===== src/rtl/result_bcd_display.sv =====
// result_bcd_display: turns the ALU result into five BCD digits with a serial
// double-dabble engine (one result bit per clock). It then registers the
// 7-segment patterns for every digit and for the sign digit.
// Outputs change only when a conversion finishes, so the display never shows
// a partially converted value.
module result_bcd_display #(
    parameter bit BLANK_LZ = 1'b1,
    parameter int WIDTH    = 15
) (
    input  logic             clk,
    input  logic             rst,
    input  logic [WIDTH-1:0] res_in,
    input  logic             res_valid,
    input  logic             signed_mode,
    output logic             busy,
    output logic             done,
    output logic             neg,
    output logic [19:0]      bcd,
    output logic [6:0]       seg0,
    output logic [6:0]       seg1,
    output logic [6:0]       seg2,
    output logic [6:0]       seg3,
    output logic [6:0]       seg4,
    output logic [6:0]       seg_sign,
    output logic [1:0]       state_dbg
);

    localparam int NDIG = 5;
    localparam logic [6:0] SEG_ZERO  = 7'h3F;
    localparam logic [6:0] SEG_MINUS = 7'h40;
    // Digits 1..4 show blank out of reset when leading zeros are suppressed.
    localparam logic [6:0] SEG_HI_RST = BLANK_LZ ? 7'h00 : SEG_ZERO;

    typedef enum logic [1:0] {
        IDLE  = 2'd0,
        SHIFT = 2'd1,
        DONE  = 2'd2
    } state_t;

    state_t              state_q;
    logic [WIDTH-1:0]    shreg_q;
    logic [4*NDIG-1:0]   scratch_q;
    logic [3:0]          cnt_q;
    logic                neg_next_q;

    logic [WIDTH-1:0]    mag_d;
    logic                neg_d;
    logic [4*NDIG-1:0]   scratch_adj;
    logic [4*NDIG-1:0]   scratch_d;
    logic [WIDTH-1:0]    shreg_d;
    logic [3:0]          nib;
    logic [NDIG-1:0]     zero_dig;
    logic [NDIG-1:0]     blank_dig;
    logic [6:0]          seg0_d, seg1_d, seg2_d, seg3_d, seg4_d;

    assign state_dbg = state_q;

    // Active-high {g,f,e,d,c,b,a} pattern; values above 9 never occur and stay dark.
    function automatic logic [6:0] seg7(input logic [3:0] n);
        case (n)
            4'd0:    seg7 = 7'h3F;
            4'd1:    seg7 = 7'h06;
            4'd2:    seg7 = 7'h5B;
            4'd3:    seg7 = 7'h4F;
            4'd4:    seg7 = 7'h66;
            4'd5:    seg7 = 7'h6D;
            4'd6:    seg7 = 7'h7D;
            4'd7:    seg7 = 7'h07;
            4'd8:    seg7 = 7'h7F;
            4'd9:    seg7 = 7'h6F;
            default: seg7 = 7'h00;
        endcase
    endfunction

    // Magnitude and sign of the incoming result (two's complement only in signed mode).
    always_comb begin
        mag_d = res_in;
        neg_d = 1'b0;
        if (signed_mode && res_in[WIDTH-1]) begin
            mag_d = ~res_in + WIDTH'(1);
            neg_d = 1'b1;
        end
    end

    // Add-3 correction of every nibble >= 5, then the one-bit left shift of {scratch, shreg}.
    always_comb begin
        scratch_adj = '0;
        nib         = '0;
        for (int i = 0; i < NDIG; i++) begin
            nib = scratch_q[4*i +: 4];
            scratch_adj[4*i +: 4] = (nib >= 4'd5) ? nib + 4'd3 : nib;
        end
        scratch_d = {scratch_adj[4*NDIG-2:0], shreg_q[WIDTH-1]};
        shreg_d   = {shreg_q[WIDTH-2:0], 1'b0};
    end

    // Leading-zero blanking: a digit blanks when it and all digits above it are zero.
    always_comb begin
        zero_dig  = '0;
        blank_dig = '0;
        for (int i = 0; i < NDIG; i++) begin
            zero_dig[i] = (scratch_q[4*i +: 4] == 4'd0);
        end
        blank_dig[4] = BLANK_LZ && zero_dig[4];
        blank_dig[3] = blank_dig[4] && zero_dig[3];
        blank_dig[2] = blank_dig[3] && zero_dig[2];
        blank_dig[1] = blank_dig[2] && zero_dig[1];
        blank_dig[0] = 1'b0;
        seg0_d = seg7(scratch_q[3:0]);
        seg1_d = blank_dig[1] ? 7'h00 : seg7(scratch_q[7:4]);
        seg2_d = blank_dig[2] ? 7'h00 : seg7(scratch_q[11:8]);
        seg3_d = blank_dig[3] ? 7'h00 : seg7(scratch_q[15:12]);
        seg4_d = blank_dig[4] ? 7'h00 : seg7(scratch_q[19:16]);
    end

    // Control FSM: capture in IDLE, shift one bit per clock, publish all outputs in DONE.
    always_ff @(posedge clk or negedge rst) begin
        if (!rst) begin
            state_q    <= IDLE;
            shreg_q    <= '0;
            scratch_q  <= '0;
            cnt_q      <= '0;
            neg_next_q <= 1'b0;
            busy       <= 1'b0;
            done       <= 1'b0;
            neg        <= 1'b0;
            bcd        <= '0;
            seg0       <= SEG_ZERO;
            seg1       <= SEG_HI_RST;
            seg2       <= SEG_HI_RST;
            seg3       <= SEG_HI_RST;
            seg4       <= SEG_HI_RST;
            seg_sign   <= 7'h00;
        end else begin
            case (state_q)
                IDLE: begin
                    done <= 1'b0;
                    if (res_valid) begin
                        shreg_q    <= mag_d;
                        neg_next_q <= neg_d;
                        scratch_q  <= '0;
                        cnt_q      <= '0;
                        busy       <= 1'b1;
                        state_q    <= SHIFT;
                    end
                end
                SHIFT: begin
                    scratch_q <= scratch_d;
                    shreg_q   <= shreg_d;
                    cnt_q     <= cnt_q + 4'd1;
                    if (cnt_q == 4'(WIDTH - 1)) begin
                        state_q <= DONE;
                    end
                end
                DONE: begin
                    bcd      <= scratch_q;
                    neg      <= neg_next_q;
                    seg0     <= seg0_d;
                    seg1     <= seg1_d;
                    seg2     <= seg2_d;
                    seg3     <= seg3_d;
                    seg4     <= seg4_d;
                    seg_sign <= neg_next_q ? SEG_MINUS : 7'h00;
                    done     <= 1'b1;
                    busy     <= 1'b0;
                    state_q  <= IDLE;
                end
                default: begin
                    state_q <= IDLE;
                    busy    <= 1'b0;
                    done    <= 1'b0;
                end
            endcase
        end
    end

endmodule


===== config.mk =====
export PLATFORM = sky130hd
export DESIGN_NAME = result_bcd_display
export DESIGN_NICKNAME = d
export VERILOG_FILES = /design/src/rtl/result_bcd_display.sv
export SDC_FILE = /design/constraint.sdc
export NUM_CORES = 1
export LEC_CHECK = 0
export CAP_MARGIN = 20
export CORE_MARGIN = 4
export CORE_UTILIZATION = 58
export DETAILED_ROUTE_END_ITERATION = 10
export GPL_ROUTABILITY_DRIVEN = 0
export PLACE_DENSITY = 0.95
export SETUP_SLACK_MARGIN = 0.4
export SLEW_MARGIN = 40
export SYNTH_ARGS = -nofsm -noshare
export SYNTH_HDL_FRONTEND = slang
export SYNTH_SLANG_ARGS = --single-unit

===== constraint.sdc =====
create_clock -name clk -period 5.5 [get_ports clk]
set_input_delay 0.55 -clock clk [delete_from_list [all_inputs] [get_ports clk]]
set_output_delay 0.55 -clock clk [all_outputs]
set_load 0.05 [all_outputs]

==> flow_metrics.py <==
metrics = {
    "run_status": {
        "status": "complete, no violations",
    },
    "sta": {
        "setup_viol": 0,
        "fin_worst_skew_ns": 0.009640,
        "fmax_mhz": 430.7,
        "setup_tns_ns": 0,
        "min_period_ns": 2.322,
        "timing.hold.ws_ns": 0.1466,
        "slew_headroom_pct": 52.50,
        "worstMarginPinSlew_ns": 0.7109,
        "finalMaxSlewViolations": 0,
        "rsz0062_at_grt": "false",
        "worst_slack_ns": 3.178,
        "fin_crit_sh_pct": 42.21,
        "finalHoldViolCount": 0,
    },
    "clock_tree": {
        "clockBufferDepth": 2,
        "clock_latency_ns": 0.36,
        "ctsHoldBuffers": 0,
        "cts_tree": "done",
        "cts.repair.resized": 0,
        "cts_root_buf": "clkbuf_8",
        "htree_levels": 3,
        "post_cts_buffers": 0,
        "clk_pin_slew_ns": 0.09,
        "cts_made_buffers": 9,
        "clock_sinks": 100,
    },
    "layout": {
        "drive_gt1_share_pct": 6.547,
        "most-common-layout-cells": "dfrtp_1 (94), nand2_1 (82), clkdlybuf4s50_1 (78), o21ai_0 (76), a21oi_1 (31)",
        "fin_cells": 719,
        "syn_to_final_growth_pct": 19.44,
        "final_common_cell": "dfrtp_1",
        "num_antenna_cells": 0,
        "finalNetCount": 655,
    },
    "pwr": {
        "p_leak_nw": 2.799,
        "fin_total_pwr_mw": 4.303,
        "vdd_drop_max_mv": 0.3714,
        "power.density_nw_per_um2": 693.4,
    },
    "synth": {
        "synth_seq_area_share_pct": 48.31,
        "syn-cell-area_um2": 5195,
        "synth_edf_count": 0,
        "synth_ff_type": "dfrtp_1",
        "yosysWarnings": 0,
        "synth_top_area_share_pct": 45.28,
        "avgSynthCellArea_um2": 9.532,
        "synth_area_leaders": "dfrtp_1 (45%), o21ai_0 (7.3%), ha_1 (7.2%), nand2_1 (5.9%), dfstp_2 (3.0%)",
        "ys_ff_latch": 100,
        "synth_cell_types": 50,
        "yosysTopAreaCell": "dfrtp_1",
        "async_reset_ff_share_pct": 100.0,
        "netlist_instances": 545,
    },
    "global_route": {
        "grt_pass1_wl_um": 20200,
        "grt_max_degree": 75,
        "grt.total_usage_pct": 24.08,
        "antenna_found_initial": 0,
        "grt_pass1_vias": 4265,
        "grt-ovfl-total": 0,
    },
    "routing": {
        "vias": 4225,
        "wl_per_cell_um": 16.69,
        "firstDrtPassIters": 5,
        "viasPerCell": 5.876,
        "routed_wirelength_um": 12000,
        "initialDrtViolationCount": 307,
        "ant_nets": 0,
        "drc": 0,
    },
    "critical_path": {
        "cpMaxStageDelayCell": "clkdlybuf4s50_1",
        "crit_chain": "clkdlybuf4s50_1",
        "worst_path_largest_cell_delay_ns": 0.87,
        "crit_family": "buffers and inverters",
        "crit_arrival_ns": 1.77,
        "startpoint_type": "register",
        "path_buf_inv": 1,
        "crit_type": "reg2out",
        "critPathCaptureType": "primary output",
        "cp.required_ns": 4.95,
        "crit_fanout": 10,
        "timing.rr.start": "scratch_q[16]",
        "worstSetupStartpoint": "state_dbg[1]",
    },
    "placed_design": {
        "dp.cells": 703,
        "dp_hpwl_um": 8406,
        "place_ws_ns": 2.868,
        "port_buffers": 79,
    },
    "die": {
        "die_area_um2": 10540,
        "die_y_um": 102.6,
        "initial_utilization_pct": 59.57,
        "rows": 34,
        "die_w_um": 102.6,
        "ios": 86,
        "core_um2": 8721,
    },
    "worst_hold_path": {
        "min_path_type": "in2async",
    },
    "job": {
        "maxCapViolCount": 0,
    },
}
-- cell type report --
type | instances | area (µm²)
repair buffers | 84 | 825.8
fillers | 619 | 2516
flip-flops and latches | 100 | 2510
clock buffers | 10 | 137.6
multi-input cells | 386 | 2439
clock inverters | 6 | 63.81
well taps | 108 | 135.1
inverters | 25 | 93.84
-- layer usage --
layer | part of all wire, % | vias up | track usage (%)
li1 | - | 1992 | -
met4 | 2.5 | 0 | 11.00
met5 | 0 | - | 0
met2 | 52 | 145 | 41.56
met1 | 41 | 2063 | 30.04
met3 | 5.1 | 25 | 3.315
-- final timing paths --
check / endpoint / cells after the start / slack, ns
hold / removal: seg4[1] / 1 / 0.15
max in group asynchronous: scratch_q[6] / 2 / 4.23
hold reg to reg: seg0[2] / 2 / 0.47
min in group clk: seg0[2] / 2 / 0.47
setup / recovery: state_dbg[1] / 1 / 3.18
setup reg to reg: seg1[0] / 6 / 3.37
-- cells by family after synthesis --
family	after synthesis	share of synthesized area (%)
AO/OA/AOI/OAI	167	19.46
XOR/XNOR	20	3.372
adder cells (fa/ha/maj)	30	7.225
buffers and inverters	64	5.467
flip-flops	100	48.31
multiplexers	9	1.782
other	1	0.07219
AND/OR/NAND/NOR	154	14.31
-- metrics by stage --
step,util [%],area (µm²)
finish,71.15,6205
global route,71.15,6205
CTS,71.05,6196
detailed placement,68.74,5995
global placement,68.68,5989
floorplan,-,5214
-- cells in the mapped netlist (all sizes together), types with 9 or more instances --
master and n:
ha 30, inv 25, o21ai 76, buf 17, xnor2 18, o22ai 10, nand2 82, clkbuf 22
a21oi 31, dfrtp 94, nor2 20, nand2b 9
-- worst reg2reg max path: cells and delay by family (launching register included) --
| kind | cells | cell delay [ns] |
|---|---|---|
| and+or+nand+nor | 2 | 0.65 |
| adders and majority gates | 1 | 0.19 |
| AOI/OAI and AO/OA | 2 | 0.57 |
| buffers and inverters | 1 | 0.19 |
| DFF | 1 | 0.42 |
-- sequential cells by signal (all words and copies together), names as in the netlist --
register	cells
busy	1
seg4	7
seg1	7
neg_next_q	1
scratch_q	20
state_dbg	2
bcd	20
seg_sign	1
seg0	7
seg3	7
seg2	7
done	1
cnt_q	4
shreg_q	15
-- report_power, final --
group	switching [mW]	internal [mW]	total, mW
Clock	0.253	0.222	0.475
Combinational	1.54	0.863	2.40
Sequential	0.331	1.09	1.42
Total	2.13	2.18	4.30
(Power assumes the default switching activity.)
==> variant: new RTL, same settings <==
Set the parameter `WIDTH` to 30 (it was 15).
--- a/src/rtl/result_bcd_display.sv
+++ b/src/rtl/result_bcd_display.sv
@@ -7,3 +7,3 @@
     parameter bit BLANK_LZ = 1'b1,
-    parameter int WIDTH    = 15
+    parameter int WIDTH    = 30
 ) (
Ports: changed (resized res_in); port bits go from 86 to 101. No check against the original RTL was run, so the function may have changed too.
==> variant against the unedited design <==
- final area is 24% higher
- synthesized area is 19% higher
- sequential cell count is 15 higher
- wire length is 33% higher
- count of clock-buffer cells in the layout is 8 higher
- critical path type unchanged
- total power is 20% higher
- setup slack worse by 240 ps
- final cell count is 24% higher
- sequential power is 13% higher
==> variant: results (changes against the unedited design) <==
metric,value,unit,change
crit_fanout,12,,+2
met2RoutedLength,8000,microns,+29%
gr-usage-met2,0.448,,+0.0323
syn_area_per_cell,9.23,sq um,-3.2%
synth.top_cells.by_area,"dfrtp_1, o21ai_0, ha_1",,
globalRouteMet3Util,0.0655,,+0.0323
global_route_usage_over_all_layers,0.260,,+0.0189
critical-path-max-stage-delay,900,ps,+30 ps
routed.top_layer,met4,,
max-vdd-ir-drop,0.000386,V,+3.8%
fin_skew,12.1,ps,+2.42 ps
grt_max_degree,80,,+6.7%
met1_length,6150,microns,+27%
clkTransAtPathRegs,50,ps,-40 ps
post_synth_xor_area_fraction,0.0496,,+0.0159
io_buffer_count,94,,+19%
drive_gt1_frac,0.0821,,+0.0167
finalWirelength,16000,microns,+33%
detail_route.vias_per_cell,6.18,,+5.1%
cap_violations,0,,unchanged
grt_met1_use,0.306,,+0.00510
synth_most_common_cell,dfrtp_1,,
globalRoute.totalOverflow,0,,unchanged
wl_per_cell,17.9,microns,+7.5%
initialDrtViolationCount,505,,+64%
synth-compound-area-share,0.215,,+0.0208
yosysWarnings,0,,unchanged
design.final.nets,807,,+23%
tritoncts.num_buffers,17,,+8
layout.filler_cells,665,,+7.4%
clkLatencyLatePin,530,ps,+170 ps
number_of_antenna_violations_at_the_first_check_in_global_routing,0,,unchanged
worst_path_max_delay_cell,clkdlybuf4s50_1,,
dr_wl_met3,1280,microns,+110%
post_cts.repair.setup_buffers,0,,unchanged
hold_class,in -> async,,
synthAdderAreaFrac,0.0608,,-0.0115
reg_top3,"shreg_q (30), bcd (20), scratch_q (20)",,
worst-slew-pin-transition,724,ps,+13.4 ps
run_status,finished clean,,
critPathArrivalTime,2010,ps,+240 ps
detailed_place_hpwl,10400,microns,+24%
global_route_wire_length_before_repair,26400,microns,+31%
cts-resized-gates,0,,unchanged
post_synth_most_frequent_cells,"dfrtp_1, nand2_1, o21ai_0",,
placedInstanceArea,7110,sq um,+19%
cts_root_buf,clkbuf_8,,
leakagePower,3.38,nW,+21%
netlist-cell-type-count,56,,+12%
h-tree-depth,4,,+1
place_worst_setup_slack,2750,ps,-116 ps
first_global_vias,5515,,+29%
synth_mux_area_frac,0.00506,,-0.0128
ys_seq_area_frac,0.467,,-0.0160
dp.cells,859,,+22%
async_flop_share,1.00,,unchanged
drt_first_pass_iters,6,,+1
## variant: cell count changes in the layout (fill, tap and decap cells not counted), moves of 11 or more
cell and delta:
a22oi_1 +14, clkbuf_16 +16, clkdlybuf4s50_1 +15, dfrtp_1 +15, o21ai_0 +12, xnor2_1 +11
## variant: kinds of logic (layout without fill, tap and decap cells)
logic type	count (synthesis)	in the layout
simple gates	187	187
compound gates	219	219
fa+ha+maj	30	30
flops	115	115
mux	3	3
other cells	1	6
buf+inv	79	160
xor+xnor	35	35
## variant: worst paths after layout
path / depth (start not counted) / to / startpoint / slack (ps)
min reg2reg: 2 / seg0[5]$_DFFE_PN1P_ / seg0[5]$_DFFE_PN1P_ / 450
max reg2reg: 7 / seg1[5]$_DFFE_PN0P_ / scratch_q[13]$_DFFE_PN0P_ / 3140
max in group asynchronous: 3 / cnt_q[1]$_DFFE_PN0P_ / rst / 4450
max: 1 / state_dbg[1] / state_dbg[1]$_DFFE_PN0P_ / 2940
min in group clk: 2 / seg0[5]$_DFFE_PN1P_ / seg0[5]$_DFFE_PN1P_ / 450
min: 1 / scratch_q[6]$_DFFE_PN0P_ / rst / 80
## variant: layout make-up
cell class / instances / area [sq um] / area share
Tap cell: 136 / 170 / 0.0221
Clock buffer: 18 / 428 / 0.0556
Sequential cell: 115 / 2890 / 0.375
Timing Repair Buffer: 100 / 996 / 0.129
Multi-Input combinational cell: 480 / 2980 / 0.387
Clock inverter: 13 / 135 / 0.0175
Inverter: 29 / 109 / 0.0141
## variant: where the power goes
part | total (W) | switching, W | internal [W]
logic | 0.00253 | 0.00166 | 0.000871
registers | 0.00161 | 0.000362 | 0.00125
clock network | 0.00104 | 0.000387 | 0.000650
